<file path="src/rtl/instr_pkg.sv">
// Shared RV32I encoding definitions: instruction formats, opcodes and the pure
// packing/legality function used by the encoder and by decode-side benches.
package instr_pkg;

   typedef enum logic [2:0] {
      FmtI       = 3'b000,
      FmtS       = 3'b001,
      FmtB       = 3'b010,
      FmtU       = 3'b011,
      FmtJ       = 3'b100,
      FmtIsh     = 3'b101,
      FmtR       = 3'b110,
      FmtIllegal = 3'b111
   } fmt_e;

   localparam logic [6:0] OP_LOAD   = 7'b0000011;
   localparam logic [6:0] OP_IMM    = 7'b0010011;
   localparam logic [6:0] OP_STORE  = 7'b0100011;
   localparam logic [6:0] OP_REG    = 7'b0110011;
   localparam logic [6:0] OP_BRANCH = 7'b1100011;
   localparam logic [6:0] OP_JAL    = 7'b1101111;
   localparam logic [6:0] OP_JALR   = 7'b1100111;
   localparam logic [6:0] OP_LUI    = 7'b0110111;
   localparam logic [6:0] OP_AUIPC  = 7'b0010111;

   typedef struct packed {
      fmt_e        fmt;
      logic [6:0]  opcode;
      logic [4:0]  rd;
      logic [4:0]  rs1;
      logic [4:0]  rs2;
      logic [2:0]  funct3;
      logic [6:0]  funct7;
      logic [31:0] imm;
   } instr_req_t;

   typedef struct packed {
      logic        legal;
      logic [31:0] word;
   } enc_result_t;

   // Immediates are byte offsets/values; range checks reject anything the field cannot hold.
   function automatic enc_result_t encode_instr(input instr_req_t r);
      enc_result_t res;
      logic        ok;
      res.word = '0;
      ok       = (r.opcode[1:0] == 2'b11);
      case (r.fmt)
         FmtR: begin
            res.word = {r.funct7, r.rs2, r.rs1, r.funct3, r.rd, r.opcode};
         end
         FmtI: begin
            res.word = {r.imm[11:0], r.rs1, r.funct3, r.rd, r.opcode};
            ok       = ok && (r.imm[31:11] == {21{r.imm[11]}});
         end
         FmtIsh: begin
            res.word = {r.funct7, r.imm[4:0], r.rs1, r.funct3, r.rd, r.opcode};
            ok       = ok && (r.imm[31:5] == '0);
         end
         FmtS: begin
            res.word = {r.imm[11:5], r.rs2, r.rs1, r.funct3, r.imm[4:0], r.opcode};
            ok       = ok && (r.imm[31:11] == {21{r.imm[11]}});
         end
         FmtB: begin
            res.word = {r.imm[12], r.imm[10:5], r.rs2, r.rs1, r.funct3, r.imm[4:1],
                        r.imm[11], r.opcode};
            ok       = ok && (r.imm[31:12] == {20{r.imm[12]}}) && !r.imm[0];
         end
         FmtU: begin
            res.word = {r.imm[31:12], r.rd, r.opcode};
            ok       = ok && (r.imm[11:0] == '0);
         end
         FmtJ: begin
            res.word = {r.imm[20], r.imm[10:1], r.imm[11], r.imm[19:12], r.rd, r.opcode};
            ok       = ok && (r.imm[31:20] == {12{r.imm[20]}}) && !r.imm[0];
         end
         default: begin
            ok = 1'b0;
         end
      endcase
      res.legal = ok;
      return res;
   endfunction

endpackage

</file>
<file path="src/rtl/instr_fifo.sv">
// Synchronous FIFO with registered full/empty flags; push is ignored when full and
// pop when empty.
module instr_fifo #(
   parameter int unsigned DEPTH = 4,
   parameter int unsigned WIDTH = 32
) (
   input  logic             clk_i,
   input  logic             rst_n_i,
   input  logic             push_i,
   input  logic [WIDTH-1:0] wdata_i,
   input  logic             pop_i,
   output logic [WIDTH-1:0] rdata_o,
   output logic             full_o,
   output logic             empty_o
);

   localparam int unsigned PtrW = (DEPTH > 1) ? $clog2(DEPTH) : 1;
   localparam int unsigned CntW = PtrW + 1;
   localparam logic [CntW-1:0] FullCount = CntW'(DEPTH);

   logic [PtrW-1:0]  wr_ptr_q, wr_ptr_d;
   logic [PtrW-1:0]  rd_ptr_q, rd_ptr_d;
   logic [CntW-1:0]  count_q, count_d;
   logic             full_q, full_d;
   logic             empty_q, empty_d;
   logic [WIDTH-1:0] mem_q [DEPTH];
   logic             do_push, do_pop;

   assign do_push = push_i && !full_q;
   assign do_pop  = pop_i && !empty_q;

   always_comb begin
      wr_ptr_d = wr_ptr_q;
      rd_ptr_d = rd_ptr_q;
      count_d  = count_q;
      if (do_push) wr_ptr_d = wr_ptr_q + PtrW'(1);
      if (do_pop)  rd_ptr_d = rd_ptr_q + PtrW'(1);
      case ({do_push, do_pop})
         2'b10:   count_d = count_q + CntW'(1);
         2'b01:   count_d = count_q - CntW'(1);
         default: count_d = count_q;
      endcase
      full_d  = (count_d == FullCount);
      empty_d = (count_d == '0);
   end

   always_ff @(posedge clk_i or negedge rst_n_i) begin
      if (!rst_n_i) begin
         wr_ptr_q <= '0;
         rd_ptr_q <= '0;
         count_q  <= '0;
         full_q   <= 1'b0;
         empty_q  <= 1'b1;
      end else begin
         wr_ptr_q <= wr_ptr_d;
         rd_ptr_q <= rd_ptr_d;
         count_q  <= count_d;
         full_q   <= full_d;
         empty_q  <= empty_d;
      end
   end

   // Storage needs no reset: contents are only visible while not empty.
   always_ff @(posedge clk_i) begin
      if (do_push) mem_q[wr_ptr_q] <= wdata_i;
   end

   assign rdata_o = mem_q[rd_ptr_q];
   assign full_o  = full_q;
   assign empty_o = empty_q;

endmodule

</file>
<file path="src/rtl/instr_encoder.sv">
// Packs RV32I instruction requests into words, buffers them and streams them into
// instruction memory at consecutive word addresses.
module instr_encoder #(
   parameter int unsigned ADDR_WIDTH = 10,
   parameter int unsigned FIFO_DEPTH = 4,
   parameter int unsigned BASE_ADDR  = 0
) (
   input  logic                  clk_i,
   input  logic                  rst_n_i,
   input  logic                  req_valid_i,
   output logic                  req_ready_o,
   input  logic [2:0]            fmt_i,
   input  logic [6:0]            opcode_i,
   input  logic [4:0]            rd_i,
   input  logic [4:0]            rs1_i,
   input  logic [4:0]            rs2_i,
   input  logic [2:0]            funct3_i,
   input  logic [6:0]            funct7_i,
   input  logic [31:0]           imm_i,
   input  logic                  start_i,
   output logic                  imem_wr_en_o,
   output logic [ADDR_WIDTH-1:0] imem_addr_o,
   output logic [31:0]           imem_wdata_o,
   input  logic                  imem_ready_i,
   output logic                  illegal_o,
   output logic                  wrap_o
);

   import instr_pkg::*;

   localparam logic [ADDR_WIDTH-1:0] BaseAddr = ADDR_WIDTH'(BASE_ADDR);

   instr_req_t            req;
   enc_result_t           enc;
   logic                  accept, push, pop;
   logic                  fifo_full, fifo_empty;
   logic [31:0]           fifo_head;
   logic [ADDR_WIDTH-1:0] addr_q, addr_d;
   logic                  illegal_q, illegal_d;
   logic                  wrap_q, wrap_d;

   always_comb begin
      req.fmt    = fmt_e'(fmt_i);
      req.opcode = opcode_i;
      req.rd     = rd_i;
      req.rs1    = rs1_i;
      req.rs2    = rs2_i;
      req.funct3 = funct3_i;
      req.funct7 = funct7_i;
      req.imm    = imm_i;
      enc        = encode_instr(req);
   end

   // Illegal requests still handshake so the producer never stalls on them.
   assign accept = req_valid_i && req_ready_o;
   assign push   = accept && enc.legal;
   assign pop    = !fifo_empty && imem_ready_i;

   instr_fifo #(
      .DEPTH (FIFO_DEPTH),
      .WIDTH (32)
   ) u_fifo (
      .clk_i   (clk_i),
      .rst_n_i (rst_n_i),
      .push_i  (push),
      .wdata_i (enc.word),
      .pop_i   (pop),
      .rdata_o (fifo_head),
      .full_o  (fifo_full),
      .empty_o (fifo_empty)
   );

   // start_i wins over the increment; wrap goes to 0, never to BaseAddr.
   always_comb begin
      addr_d    = addr_q;
      wrap_d    = 1'b0;
      illegal_d = accept && !enc.legal;
      if (start_i) begin
         addr_d = BaseAddr;
      end else if (pop) begin
         addr_d = addr_q + ADDR_WIDTH'(1);
         wrap_d = &addr_q;
      end
   end

   always_ff @(posedge clk_i or negedge rst_n_i) begin
      if (!rst_n_i) begin
         addr_q    <= BaseAddr;
         illegal_q <= 1'b0;
         wrap_q    <= 1'b0;
      end else begin
         addr_q    <= addr_d;
         illegal_q <= illegal_d;
         wrap_q    <= wrap_d;
      end
   end

   assign req_ready_o  = !fifo_full;
   assign imem_wr_en_o = !fifo_empty;
   assign imem_wdata_o = fifo_empty ? 32'h0 : fifo_head;
   assign imem_addr_o  = addr_q;
   assign illegal_o    = illegal_q;
   assign wrap_o       = wrap_q;

endmodule

</file>
<file path="config.mk">
export PLATFORM = sky130hd
export DESIGN_NAME = instr_encoder
export DESIGN_NICKNAME = d
export VERILOG_FILES = /design/src/rtl/instr_pkg.sv /design/src/rtl/instr_fifo.sv /design/src/rtl/instr_encoder.sv
export SDC_FILE = /design/constraint.sdc
export NUM_CORES = 1
export LEC_CHECK = 0
export CORE_MARGIN = 4
export CORE_UTILIZATION = 56
export DETAILED_ROUTE_END_ITERATION = 6
export PLACE_DENSITY = 0.84
export SLEW_MARGIN = 5
export SYNTH_ARGS = -nofsm -noshare
export SYNTH_HDL_FRONTEND = slang
export SYNTH_SLANG_ARGS = --single-unit
</file>
<file path="constraint.sdc">
create_clock -name clk_i -period 4.4 [get_ports clk_i]
set_input_delay 0.88 -clock clk_i [delete_from_list [all_inputs] [get_ports clk_i]]
set_output_delay 0.88 -clock clk_i [all_outputs]
set_load 0.05 [all_outputs]
</file>
==> impl_metrics.py <==
metrics = {
    "grt": {
        "antenna_found_initial": 0,
        "use_met3": 0.05655,
        "grt_overflow": 0,
        "grt_pass1_wl_mm": 27.23,
        "gr-max-usage-layer": "met2",
        "grt_start_max_net_pins": 34,
        "track_usage": 0.2510,
        "grt_util_met2": 0.4333,
        "grt_pass1_vias": 5045,
        "use_met1": 0.3151,
    },
    "clock_network": {
        "clockBufferDepth": 2,
        "cts_hold_buf": 0,
        "ctsHtreeMaxLevel": 4,
        "cts_tree": "done",
        "cts_buffers": 17,
        "cts.sinks": 149,
        "cts-resized-gates": 0,
        "clk_pin_slew_ps": 60,
        "post_cts_buffers": 0,
        "cts_root_buf": "clkbuf_16",
        "clk_latency_ps": 420,
    },
    "worst_setup_path": {
        "crit_start": "imm_i[11]",
        "required_ps": 4740,
        "startpoint_type": "input port",
        "crit_arrival_ps": 4130,
        "regToRegStartpoint": "u_fifo.empty_o",
        "crit_path_end_kind": "flip-flop",
        "path_class": "input port to flip-flop",
        "worstPathMaxFanout": 7,
    },
    "status": {
        "status": "complete, no violations",
    },
    "detailed_routing": {
        "drtIter0Drc": 602,
        "final_antenna_net_count": 0,
        "vias": 4918,
        "dr.pass1.iters": 5,
        "drt-total-wl_mm": 17.33,
        "drc": 0,
        "detail_route.wl_per_cell_um": 21.36,
        "vias_per_cell": 6.064,
    },
    "logic_synthesis": {
        "synth-seq-cells": 149,
        "ys_seq_area_frac": 0.6238,
        "synth_edf_count": 128,
        "synth.distinct_cells": 60,
        "synthTopCellsByArea": "edfxtp_1 55%, mux4_2 10%, dfrtp_1 7.1%",
        "synth_cells": 502,
        "synth_flop_cell": "edfxtp_1",
        "synth.top_cell.area_share": 0.5486,
        "async_reset_ff_frac": 0.1409,
        "syn-cell-area_um2": 7007,
        "yosys.area.top_type": "edfxtp_1",
        "yosysWarnings": 0,
        "avgSynthCellArea_um2": 13.96,
        "synth_nets": 582,
    },
    "pwr": {
        "power_leakage_nw": 3.133,
        "ir_drop_v": 0.0002507,
        "power_density_nw_per_um2": 556.5,
    },
    "timing": {
        "rsz0062_at_grt": "false",
        "period_share": 0.8618,
        "max_freq_ghz": 0.2637,
        "slew_headroom": 0.3888,
        "hold_viol": 0,
        "setup_tns_ps": 0,
        "maxSlewViolCount": 0,
        "setup_violations": 0,
        "clock-skew-final_ps": 4.935,
        "fin_crit_ps": 3792,
        "hold_ws_ps": 496.8,
        "fin_ws_ps": 608.2,
        "tightestPinTransition_ps": 913.9,
    },
    "layout": {
        "drive_gt1_frac": 0.1462,
        "fin_util": 0.7431,
        "nNetsFinal": 710,
        "syn_to_final_growth_pct": 28.45,
        "num_antenna_cells": 0,
    },
    "placement": {
        "dp_hpwl_mm": 11.69,
        "io_buffer_count": 117,
        "place_ws_ps": 239.6,
        "gp_congestion": 0.8766,
    },
    "flow_run": {
        "max-cap-violations": 0,
    },
    "worst_hold_path": {
        "hp-class": "flip-flop to flip-flop",
        "hold_start": "u_fifo.count_q[2]",
    },
    "floorplan": {
        "die_x_um": 119.9,
        "die_h_um": 119.9,
        "core_area_um2": 12110,
        "initial_core_util": 0.5785,
        "core.rowCount": 40,
        "fp.dieArea_um2": 14370,
        "ios": 118,
    },
}
## routing by layer
layer | vias up | routed length (um) | part of all wire
li1 | 2185 | - | -
met1 | 2444 | 6786 | 0.39
met2 | 256 | 8970 | 0.52
met3 | 33 | 1222 | 0.071
met4 | 0 | 345 | 0.020
met5 | - | 0 | 0
## where the power goes
group          leakage, nW  internal (W)  switching (W)  total, W
combinational         1.45      0.000816        0.00117   0.00199
sequential            1.43       0.00162      0.0000743   0.00170
clock                0.259      0.000772       0.000548   0.00132
## synthesized netlist by cell type (6+ instances only)
| cell | n |
|---|---|
| a21oi_1 | 17 |
| a221oi_1 | 9 |
| a31oi_1 | 8 |
| and2_1 | 43 |
| and3_1 | 9 |
| clkbuf_1 | 21 |
| dfrtp_1 | 20 |
| edfxtp_1 | 128 |
| ha_1 | 7 |
| inv_1 | 15 |
| mux2i_1 | 8 |
| mux4_2 | 32 |
| nand2_1 | 42 |
| nand3_1 | 9 |
| nor2_1 | 28 |
| nor3_1 | 6 |
| nor4_1 | 7 |
| o21ai_0 | 11 |
| o21ai_1 | 7 |
| xnor2_1 | 7 |
| xor2_1 | 8 |
## final timing paths
path / end / slack (ps) / depth (start not counted)
max: u_fifo.full_o / 610 / 15
max reg2reg: u_fifo.full_o / 1960 / 8
max in group asynchronous: u_fifo.rd_ptr_q[0] / 2800 / 1
min in group asynchronous: imem_addr_o[6] / 980 / 1
min: u_fifo.count_q[2] / 500 / 1
min reg2reg: u_fifo.count_q[2] / 500 / 1
## cell type report
class                      instances  area (um^2)
fill                             811         3112
clock buffer                      19        432.9
timing repair buffer             137         1359
clock inverter                    13        107.6
multi-input combinational        308         2455
tap                              168        210.2
inverter                          17        63.81
sequential                       149         4372
## kinds of logic after synthesis
group | synth area share
AOI/OAI and AO/OA | 0.07733
xor gates and xnor gates | 0.01875
muxes | 0.1164
DFF | 0.6238
and+or+nand+nor | 0.1211
adders and majority gates | 0.01679
buffers and inverters | 0.02589
## per-stage QoR
stage	cell area (um^2)	instances	power, W
3_5_place_dp	8459	779	0.003730
5_1_grt	9000	811	0.005214
6_report	9000	811	0.005008
4_1_cts	9000	811	0.005054
2_1_floorplan	7007	502	0.003080
3_3_place_gp	8459	779	0.003690
## worst max-delay path, cell delays in order
cell	delay, ps
clkdlybuf4s50_1	610
inv_1	100
ha_1	300
nor3_1	50
and3_2	230
o32ai_2	390
a21oi_4	140
inv_1	80
ha_1	170
inv_1	60
fa_1	370
xor2_1	150
nor2_1	150
xor2_1	260
nor2b_1	170
## layout by cell type (no fill, tap or decap), types with 9 or more instances in the layout
master	instances
clkdlybuf4s50_1	117
mux4_2	32
nor2_1	28
a221oi_1	9
clkbuf_16	17
and3_1	9
and2_1	43
edfxtp_1	128
nand2_1	42
nand3_1	9
dfrtp_1	19
inv_1	15
buf_4	17
a21oi_1	17
o21ai_0	11
## sequential cells by signal (all words and copies together) (netlist names)
signal and count:
illegal_o 1, u_fifo.rd_ptr_q 2, u_fifo.wr_ptr_q 2, wrap_o 1, u_fifo.count_q 3, u_fifo.empty_o 1, u_fifo.full_o 1, imem_addr_o 10
u_fifo.mem_q 128
Power figures use the tool's default switching activity.
